===== src/rtl/serial_tx.sv =====
// ---------------------------------------------------------------------------------------
// serial_tx -- parallel-in, serial-out transmitter
//
// Accepts a WIDTH-bit word over a valid/ready handshake. It then shifts the word out
// one bit per enabled clock edge on serOut, for a downstream capture register that
// samples serOut while frame is high. A one-cycle done pulse follows the last bit.
//
// Parameters
//   WIDTH      bits per word (>= 2)
//   MSB_FIRST  1: bit WIDTH-1 is sent first, 0: bit 0 is sent first
//
// Ports
//   clk        rising-edge clock
//   resetN     asynchronous active-low reset
//   dataIn     word to send, sampled only on the accept edge
//   loadValid  producer offers a word on dataIn
//   loadReady  combinational, high while idle (a word can be accepted)
//   shiftEn    advance enable; low freezes an active frame
//   serOut     registered serial data, idles at 1
//   frame      registered, high while serOut carries a data bit
//   done       registered, one-cycle pulse after the last bit
// ---------------------------------------------------------------------------------------
module serial_tx #(
    parameter int unsigned WIDTH     = 8,
    parameter bit          MSB_FIRST = 1'b1
) (
    input  logic             clk,
    input  logic             resetN,
    input  logic [WIDTH-1:0] dataIn,
    input  logic             loadValid,
    output logic             loadReady,
    input  logic             shiftEn,
    output logic             serOut,
    output logic             frame,
    output logic             done
);

    if (WIDTH < 2) begin : g_width_check
        $error("serial_tx: WIDTH must be at least 2");
    end

    // bitCnt runs 0..WIDTH inclusive, so it needs one extra code above WIDTH-1.
    localparam int unsigned   CntW    = $clog2(WIDTH + 1);
    localparam logic [CntW-1:0] CntLast = CntW'(WIDTH);

    typedef enum logic [0:0] {
        StIdle,
        StShift
    } state_e;

    state_e             state_q, state_d;
    logic [WIDTH-1:0]   shift_q, shift_d;
    logic [CntW-1:0]    cnt_q, cnt_d;
    logic               ser_q, ser_d;
    logic               frame_q, frame_d;
    logic               done_q, done_d;

    logic               accept;
    logic               bit_step;
    logic               frame_end;
    logic               next_bit;
    logic [WIDTH-1:0]   shift_next;

    // -----------------------------------------------------------------------------------
    // Handshake and shift decode
    // -----------------------------------------------------------------------------------
    always_comb begin
        accept    = (state_q == StIdle) && loadValid;
        bit_step  = (state_q == StShift) && shiftEn && (cnt_q != CntLast);
        frame_end = (state_q == StShift) && shiftEn && (cnt_q == CntLast);
    end

    // The outgoing bit always sits at the leading end of the shift register, so the
    // register is shifted towards that end after each bit rather than indexed by bitCnt.
    always_comb begin
        if (MSB_FIRST) begin
            next_bit   = shift_q[WIDTH-1];
            shift_next = {shift_q[WIDTH-2:0], 1'b0};
        end else begin
            next_bit   = shift_q[0];
            shift_next = {1'b0, shift_q[WIDTH-1:1]};
        end
    end

    // -----------------------------------------------------------------------------------
    // State register (also holds the datapath registers)
    // -----------------------------------------------------------------------------------
    always_ff @(posedge clk or negedge resetN) begin
        if (!resetN) begin
            state_q <= StIdle;
            shift_q <= '0;
            cnt_q   <= '0;
            ser_q   <= 1'b1;
            frame_q <= 1'b0;
            done_q  <= 1'b0;
        end else begin
            state_q <= state_d;
            shift_q <= shift_d;
            cnt_q   <= cnt_d;
            ser_q   <= ser_d;
            frame_q <= frame_d;
            done_q  <= done_d;
        end
    end

    // -----------------------------------------------------------------------------------
    // Next-state logic
    // -----------------------------------------------------------------------------------
    always_comb begin
        state_d = state_q;
        unique case (state_q)
            StIdle: begin
                if (accept) begin
                    state_d = StShift;
                end
            end
            StShift: begin
                if (frame_end) begin
                    state_d = StIdle;
                end
            end
            default: state_d = StIdle;
        endcase
    end

    // Datapath next values. With shiftEn low in StShift none of the branches fire, so
    // every register holds and the frame is frozen. done defaults low, which keeps it a
    // single-cycle pulse.
    always_comb begin
        shift_d = shift_q;
        cnt_d   = cnt_q;
        ser_d   = ser_q;
        frame_d = frame_q;
        done_d  = 1'b0;

        if (accept) begin
            // serOut and frame are left as they are: the first bit appears one edge later.
            shift_d = dataIn;
            cnt_d   = '0;
        end else if (bit_step) begin
            shift_d = shift_next;
            ser_d   = next_bit;
            frame_d = 1'b1;
            cnt_d   = cnt_q + 1'b1;
        end else if (frame_end) begin
            ser_d   = 1'b1;
            frame_d = 1'b0;
            done_d  = 1'b1;
        end
    end

    // -----------------------------------------------------------------------------------
    // Outputs
    // -----------------------------------------------------------------------------------
    always_comb begin
        loadReady = (state_q == StIdle);
        serOut    = ser_q;
        frame     = frame_q;
        done      = done_q;
    end

    // -----------------------------------------------------------------------------------
    // Internal consistency properties
    // -----------------------------------------------------------------------------------
`ifndef SYNTHESIS
    a_cnt_range : assert property (@(posedge clk) disable iff (!resetN)
        cnt_q <= CntLast);
    a_frame_in_shift : assert property (@(posedge clk) disable iff (!resetN)
        frame_q |-> (state_q == StShift));
    a_done_idle : assert property (@(posedge clk) disable iff (!resetN)
        done_q |-> (!frame_q && state_q == StIdle));
    a_idle_level : assert property (@(posedge clk) disable iff (!resetN)
        !frame_q |-> ser_q);
`endif

endmodule


===== config.mk =====
export PLATFORM = sky130hd
export DESIGN_NAME = serial_tx
export DESIGN_NICKNAME = d
export VERILOG_FILES = /design/src/rtl/serial_tx.sv
export SDC_FILE = /design/constraint.sdc
export NUM_CORES = 1
export LEC_CHECK = 0
export BUFFER_PORTS_ARGS = -buffer_cell sky130_fd_sc_hd__buf_2
export CAP_MARGIN = 10
export CORE_ASPECT_RATIO = 0.7
export CORE_MARGIN = 2
export CORE_UTILIZATION = 35
export DETAILED_ROUTE_END_ITERATION = 10
export PLACE_DENSITY = 0.67
export RECOVER_POWER = 25
export SETUP_SLACK_MARGIN = 0.1
export SYNTH_ARGS = -nofsm -noshare
export SYNTH_HDL_FRONTEND = slang
export SYNTH_SLANG_ARGS = --single-unit
export TNS_END_PERCENT = 100

===== constraint.sdc =====
create_clock -name clk -period 4.2 [get_ports clk]
set_clock_uncertainty 0.1 [all_clocks]
set_input_delay 1.26 -clock clk [delete_from_list [all_inputs] [get_ports clk]]
set_output_delay 1.26 -clock clk [all_outputs]
set_load 0.01 [all_outputs]

==> out/results.ini, run 1 <==
[floorplan]
core_area_sq_um=2137
dieHeight_um=43.55
ios=16
rows=14
fp.dieW_um=60.50
start_util_pct=36.59
die-area_sq_um=2634

[synthesis]
ys.flop_type=dfrtp_1
synth_compound_gate_area_share_pct=23.52
syn_nets=94
synthXorXnorAreaFrac_pct=1.120
synthTopCellsByArea=dfrtp_1, a31oi_1, nor2_1, a21oi_1, o21ai_0
netlist_instances=80
synth_top_family_by_area=compound AO/OA/AOI/OAI gates
yosysMostFrequentCell=dfrtp_1
synth.distinct_cells=29
synthArstFlopShare_pct=100.0
netlist_area_sq_um=782.0
synthMuxAreaShare_pct=0
synth_top_cell_area_share_pct=48.00
synth_common_cells=dfrtp_1, nor2_1, a21oi_1, nand2_1, o21ai_0
synth_area_per_cell_sq_um=9.775
synth_warnings=0
ys_seq_area_share_pct=51.36
synth_fa_ha_area_share_pct=3.200
yosysTopAreaCell=dfrtp_1
synthSimpleGateAreaFrac_pct=16.32
ys_ff_latch=16
synth_enable_flop_cells=0

[detailed_routing]
drtIter0Drc=29
ant_nets=0
route.detailed.drc=0
via_count=651
via_per_inst=5.126
drt_first_pass_iters=4
drt_wl_total_um=1628
drt-wirelength-per-cell_um=12.82

[worst_hold_path]
hold_class=reg -> reg
min_from=frame
min_to=frame
worstHoldPathCells=2

[placed_design]
dpl_cell_area_sq_um=873.3
placed_cells=123
place.port_buffers=15
gp_congestion=0.7071
place_ws_ps=1699
hpwlAfterDp_um=1139

[worst_setup_path]
crit_chain=inv_1 -> buf_2
crit_type=reg -> out
cp.required_ps=2840
worst-r2r-setup-slack_ps=2600
slowest_delay_ps=450
startpoint_type=flip-flop
crit_family=flip-flops
endpoint_kind=primary output
cp.arrival_ps=980
r2r_cells=5
crit_path_top_delay_cell=dfrtp_1
critical_path_buf_inv_count=2
timing.rr.end=cnt_q[1]
r2r-start=cnt_q[1]
cp_max_fo=7

[sta]
setup_slack_ps=1860
setup_viol=0
slew_viol_final=0
rsz0062_at_grt=no
tightest_slew_ps=860.5
tns_ps=0
max_freq_ghz=0.4273
slew_headroom_pct=42.63
whs_ps=403.3
hold_viol_final=0
min_period_ps=2340
min_period_over_period_pct=55.72

[global_routing]
first_global_vias=597
grt_remaining_overflow=0
grt_start_max_net_pins=17
antenna_found_initial=0
grt_use_total_pct=13.62
grt_pass1_wl_um=2649

[clocking]
clock-sinks=16
ctsHoldBuffers=0
clkLatencyLatePin_ps=290
clk_pin_slew_ps=90
cts_tree=yes
cts_setup_buffers=0
cts_buffers=3
cts_resized=0
htree_levels=1
clk_path_buf_depth=2
cts_root_buffer=clkbuf_4

[layout]
fin_area_sq_um=898.4
post-route-util_pct=42.04
antenna_cells=0
fin_nets=110
final_layout_size_suffix_gt1_share_pct=22.11
synthToLayoutAreaGrowth_pct=14.88
fin_cells=127

[outcome]
status=completed

[pwr]
ir_drop_uv=185.2
leakage_nw=0.4169
power_uw=556.8
powerDensity_nw_per_um2=619.8

[run]
drv_cap=0

==> flip-flops by register name, summed over array words and instances, names as in the netlist <==
name	count
cnt_q	4
done	1
frame	1
serOut	1
shift_q	8
state_q	1
==> tightest hold or removal path, delay by kind of cell (launching register included) <==
kind / cells / cell delay (ps)
flip-flops: 1 / 350
AND/OR/NAND/NOR: 2 / 120
==> area by class of cell <==
type	instances	area, sq um
fill	227	1239
tap	32	40.04
sequential	16	401.6
inverter	3	11.26
timing repair buffer	15	73.82
clock buffer	4	26.28
multi-input combinational	57	345.3
==> per-layer routing <==
layer / global-route usage, % / part of all wire (%) / wire [um] / vias up
li1: - / - / - / 316
met1: 19.48 / 49 / 795 / 309
met2: 18.91 / 42 / 682 / 26
met3: 4.776 / 9.2 / 150 / 0
met4: 5.217 / 0 / 0 / 0
met5: 0 / 0 / 0 / -
==> placed cells by master, fill, tap and decap left out, drive strengths merged <==
cell type	Yosys	final
dfrtp	15	15
buf	3	14
nor2	10	10
o21ai	8	8
nand2	7	7
a21oi	7	7
a31oi	6	6
clkbuf	1	5
inv	3	3
nand3	2	2
ha	2	2
nand3b	1	1
and3b	1	1
nor2b	1	1
a21o	1	1
and2	1	1
nand2b	1	1
nand4	1	1
xor2	1	1
o22ai	1	1
o22a	1	1
a211o	1	1
o31ai	1	1
o211ai	1	1
a32o	1	1
a31o	1	1
dfstp	1	1
==> where the power goes <==
part	total (mW)	switching (mW)	internal, mW
Sequential	0.265	0.0462	0.219
Clock	0.0869	0.0500	0.0369
Combinational	0.205	0.114	0.0906
==> cells by family (layout without fill, tap and decap cells) <==
| group | after synthesis | count (layout) |
|---|---|---|
| AOI/OAI and AO/OA | 29 | 29 |
| xor gates and xnor gates | 1 | 1 |
| adders and majority gates | 2 | 2 |
| buffers and inverters | 7 | 22 |
| DFF | 16 | 16 |
| and+or+nand+nor | 25 | 25 |
==> how the worst max path moves through the flow <==
stage                   start          to  slack (ps)  cells after the start
floorplan             shiftEn  shift_q[6]        2180                      4
global placement    loadValid  shift_q[6]        1770                      4
detailed placement  loadValid  shift_q[6]        1700                      4
CTS                   state_q   loadReady        1850                      2
global route          state_q   loadReady        1780                      2
finish                state_q   loadReady        1860                      2
Power figures use the tool's default switching activity.
==> run 2: changes to the inputs <==
Clock period 4.2 ns to 2.2 ns, I/O delays scaled along.
==> run 2 against run 1 <==
Net effect: wire length rose by 3.6%; critical path type unchanged; via count fell by 1.5%; critical endpoint unchanged; global-route usage rose by 0.37 points.
==> out/results.ini, run 2 (synthesis results as in run 1) <==
[outcome]
status=completed

[layout]
synthToLayoutAreaGrowth_pct=16.16
antenna_cells=0  ; unchanged
fin_nets=110  ; unchanged
final_layout_size_suffix_gt1_share_pct=23.16  ; +1.1 points
final_common_cell=dfrtp_1
reg.largest.list=shift_q (8), cnt_q (4)
final_cell_mix=dfrtp_1, buf_2, nor2_1
largest-register=shift_q
nFillCells=220  ; -3.1%
largest_register_ffs=8  ; unchanged

[sta]
min_period_over_period_pct=80.42
rsz0062_at_grt=no
tightest_slew_ps=887.6  ; +27.03 ps
setup_slack_ps=430.7  ; -1429 ps
min_period_ps=1769
max_freq_ghz=0.5652
slew_viol_final=0  ; unchanged
tns_ps=0  ; unchanged
hold_viol_final=0  ; unchanged
slew_headroom_pct=40.83  ; -1.8 points
setup_viol=0  ; unchanged

[pwr]
pwr-share-seq_pct=45.6  ; -2.0 points
p_int_uw=691.1  ; +99%
leakage_nw=0.4230  ; +1.4%
powerDensity_nw_per_um2=1219  ; +97%
pwr-share-clk_pct=18.8  ; +3.2 points
netSwitchingFraction_pct=37.59  ; -0.20 points
ir_drop_uv=414.7  ; +120%
net-switching-power_uw=416.2  ; +98%
comb_power_share_pct=35.5  ; -1.3 points

[global_routing]
grt_remaining_overflow=0  ; unchanged
grt_start_max_net_pins=17  ; unchanged
antenna_found_initial=0  ; unchanged
grt_use_total_pct=13.99  ; +0.37 points
grt_pass1_wl_um=2649  ; unchanged
first_global_vias=577  ; -3.4%

[detailed_routing]
route.detailed.drc=0  ; unchanged
via_per_inst=5.047  ; -1.5%
drt_first_pass_iters=5  ; +1
ant_nets=0  ; unchanged
via_count=641  ; -1.5%
drtIter0Drc=43  ; +48%
drt_wl_total_um=1686  ; +3.6%
drt-wirelength-per-cell_um=13.28  ; +3.6%

[placed_design]
hpwlAfterDp_um=1171  ; +2.8%
place.port_buffers=15  ; unchanged
gp_congestion=0.7582  ; +7.2%
place_ws_ps=317.5  ; -1381 ps

[clocking]
cts_buffers=3  ; unchanged
cts_setup_buffers=0  ; unchanged
cts_resized=0  ; unchanged
clk_path_buf_depth=2  ; unchanged
clock-sinks=16  ; unchanged
cts_tree=yes
cts_root_buffer=clkbuf_4
clk_pin_slew_ps=100  ; about the same
htree_levels=1  ; unchanged
clkLatencyLatePin_ps=300  ; about the same
ctsHoldBuffers=0  ; unchanged

[floorplan]
ios=16  ; unchanged
die-area_sq_um=2634  ; unchanged
start_util_pct=36.59  ; unchanged
core_area_sq_um=2137  ; unchanged
rows=14  ; unchanged
fp.dieW_um=60.50  ; unchanged
dieHeight_um=43.55  ; unchanged

[worst_setup_path]
cp.required_ps=1440  ; -1400 ps
endpoint_kind=primary output
cp.arrival_ps=1010  ; +30 ps
cp_max_fo=7  ; unchanged
startpoint_type=flip-flop
crit_type=reg -> out
worst-r2r-setup-slack_ps=570  ; -2030 ps

[worst_hold_path]
hold_class=in -> async

[run]
drv_cap=0  ; unchanged

run 2: cell counts in the layout (fill, tap and decap cells not counted):
Identical to the previous run, type by type.
run 2: final timing paths:
check	from	end	cells past startpoint
worst max-delay path	state_q	loadReady	2
worst min-delay path	resetN	cnt_q[3]	1
worst max register to register	cnt_q[1]	cnt_q[1]	5
worst min register to register	frame	frame	2
max in group asynchronous	resetN	done	1
min in group clk	frame	frame	2
run 2: final cells by class:
cell class | instances | area (sq um) | area share, %
sequential | 16 | 401.6 | 44.21
multi-input combinational | 57 | 345.3 | 38.02
timing repair buffer | 15 | 73.82 | 8.127
tap | 32 | 40.04 | 4.408
clock buffer | 4 | 36.28 | 3.994
inverter | 3 | 11.26 | 1.240
run 2: metrics by stage:
step | cells | utilization (%) | total power, mW | hold WS (ps) | instance area, sq um
finish | 127 | 42.51 | 1.107 | 340.4 | 908.4
global route | 127 | 42.51 | 1.189 | 421.8 | 908.4
CTS | 127 | 42.56 | 1.104 | 169.4 | 909.6
detailed placement | 123 | 40.87 | 0.9008 | 394.7 | 873.3
global placement | 123 | 40.87 | 0.8802 | 378.4 | 873.3
floorplan | 80 | - | 0.7964 | 264.4 | 782.0
run 2: power groups by stage:
stage	sequential [mW]	combinational (mW)	clock, mW
finish	0.505	0.393	0.209
global route	0.524	0.442	0.223
CTS	0.505	0.392	0.207
detailed placement	0.512	0.389	0
global placement	0.504	0.376	0
floorplan	0.495	0.301	0
run 2: worst max-delay path, cell delays in order, from the launching register on:
cell     delay (ps)
dfrtp_1         460
inv_1           110
buf_2           130
run 2: routing by layer:
metal | part of all wire (%) | GRT usage (%) | vias to the layer above
met5 | 0 | 0 | -
met4 | 0.77 | 3.913 | 0
met3 | 6.9 | 5.373 | 4
met2 | 40 | 18.26 | 24
met1 | 52 | 21.35 | 298
li1 | - | - | 315
==> run 3: changes to the inputs <==
Clock period 2.2 ns to 1.8 ns, I/O delays scaled along.
==> run 3 against run 2 <==
Net effect: via count rose by 0.31%; total power rose by 20%; clock power rose by 14%; combinational power rose by 21%; non-clock buffer count did not move.
==> out/results.ini, run 3 (synthesis results as in run 1) <==
[outcome]
status=completed

[placed_design]
gp_congestion=0.7598  ; +0.21%
placed_cells=123  ; unchanged
hpwlAfterDp_um=1148  ; -1.9%
place.port_buffers=15  ; unchanged
place_ws_ps=28.34  ; -289.2 ps

[layout]
largest_register_ffs=8  ; unchanged
multi_input_area_sq_um=346.6  ; +0.36%
reg.largest.list=shift_q (8), cnt_q (4)
final_layout_size_suffix_gt1_share_pct=24.21  ; +1.1 points
largest-register=shift_q
fin_cells=127  ; unchanged
final-seq-area_sq_um=401.6  ; unchanged
final_common_cell=dfrtp_1
final_cell_mix=dfrtp_1, buf_2, nor2_1
post-route-util_pct=42.56  ; +0.059 points
synthToLayoutAreaGrowth_pct=16.32
fin_nets=110  ; unchanged
nFillCells=232  ; +5.5%
antenna_cells=0  ; unchanged

[clocking]
cts_tree=yes
ctsHoldBuffers=0  ; unchanged
clock-sinks=16  ; unchanged
clk_pin_slew_ps=100  ; about the same
cts_root_buffer=clkbuf_4
cts_buffers=3  ; unchanged
clk_path_buf_depth=2  ; unchanged
htree_levels=1  ; unchanged
clkLatencyLatePin_ps=290  ; about the same
cts_setup_buffers=0  ; unchanged
cts_resized=0  ; unchanged

[worst_setup_path]
crit_type=reg -> out
cp.arrival_ps=980  ; -30 ps
r2r_cells=5  ; unchanged
slowest_delay_ps=450  ; about the same
crit_chain=inv_1 -> buf_2
r2r-start=cnt_q[1]
worst-r2r-setup-slack_ps=200  ; -370 ps
startpoint_type=flip-flop
timing.rr.end=shift_q[6]
endpoint_kind=primary output
cp.required_ps=1160  ; -280 ps
crit_path_top_delay_cell=dfrtp_1
cp_max_fo=7  ; unchanged

[global_routing]
antenna_found_initial=0  ; unchanged
grt_pass1_wl_um=2559  ; -3.4%
grt_remaining_overflow=0  ; unchanged
grt_start_max_net_pins=17  ; unchanged
first_global_vias=568  ; -1.6%
grt_use_total_pct=13.31  ; -0.68 points

[sta]
slew_headroom_pct=41.57  ; +0.74 points
setup_viol=0  ; unchanged
max_freq_ghz=0.6190
tns_ps=0  ; unchanged
tightest_slew_ps=876.4  ; -11.13 ps
hold_viol_final=0  ; unchanged
setup_slack_ps=184.5  ; -246.1 ps
min_period_ps=1615
rsz0062_at_grt=no
slew_viol_final=0  ; unchanged
min_period_over_period_pct=89.75

[detailed_routing]
via_count=643  ; +0.31%
drtIter0Drc=37  ; -14%
route.detailed.drc=0  ; unchanged
drt_first_pass_iters=4  ; -1
drt_wl_total_um=1629  ; -3.4%
via_per_inst=5.063  ; +0.31%
drt-wirelength-per-cell_um=12.83  ; -3.4%
ant_nets=0  ; unchanged

[floorplan]
ios=16  ; unchanged
dieHeight_um=43.55  ; unchanged
fp.dieW_um=60.50  ; unchanged
start_util_pct=36.59  ; unchanged
die-area_sq_um=2634  ; unchanged
rows=14  ; unchanged
core_area_sq_um=2137  ; unchanged

[worst_hold_path]
hold_class=in -> async

[pwr]
powerDensity_nw_per_um2=1464  ; +20%
leakage_nw=0.4224  ; -0.14%
ir_drop_uv=435.9  ; +5.1%

[run]
drv_cap=0  ; unchanged

[run 3: cell counts in the layout (fill, tap and decap cells not counted)]
No cell type changed its count.
[run 3: worst max-delay path: cells and delay by family, from the launching register on]
family / cells / cell delay (ps)
DFF: 1 / 450
buffers and inverters: 2 / 240
[run 3: how the worst max path moves through the flow]
stage,startpoint,end,depth (start not counted)
final,state_q,loadReady,2
after CTS,cnt_q[1],cnt_q[1],5
after global placement,loadValid,shift_q[6],4
after detailed placement,loadValid,shift_q[6],4
after global routing,state_q,shift_q[4],3
after floorplan,cnt_q[0],cnt_q[0],6
[run 3: final cells by class]
cell class / count / area share [%]
Sequential cell: 16 / 44.15
Inverter: 3 / 1.238
Tap cell: 32 / 4.402
Timing Repair Buffer: 15 / 8.116
Clock buffer: 4 / 3.989
Multi-Input combinational cell: 57 / 38.10
[run 3: layer usage]
metal / track usage, % / routed length, um
met3: 4.478 / 121
met2: 17.83 / 660
met4: 3.913 / 16
met1: 20.22 / 831
met5: 0 / 0
[run 3: metrics by stage]
| step | instance area [sq um] | hold slack (ps) | power [mW] |
|---|---|---|---|
| 3_3_place_gp | 873.3 | 375.7 | 1.075 |
| 6_report | 909.6 | 234.0 | 1.332 |
| 2_1_floorplan | 782.0 | 144.4 | 0.9734 |
| 4_1_cts | 909.6 | 53.25 | 1.342 |
| 5_1_grt | 909.6 | 314.1 | 1.436 |
| 3_5_place_dp | 873.3 | 378.4 | 1.098 |
[run 3: report_power, final]
group | switching (mW) | internal (mW) | leakage, nW
registers | 0.104 | 0.511 | 0.195
logic | 0.267 | 0.210 | 0.206
clock network | 0.116 | 0.123 | 0.0210
total | 0.487 | 0.844 | 0.422
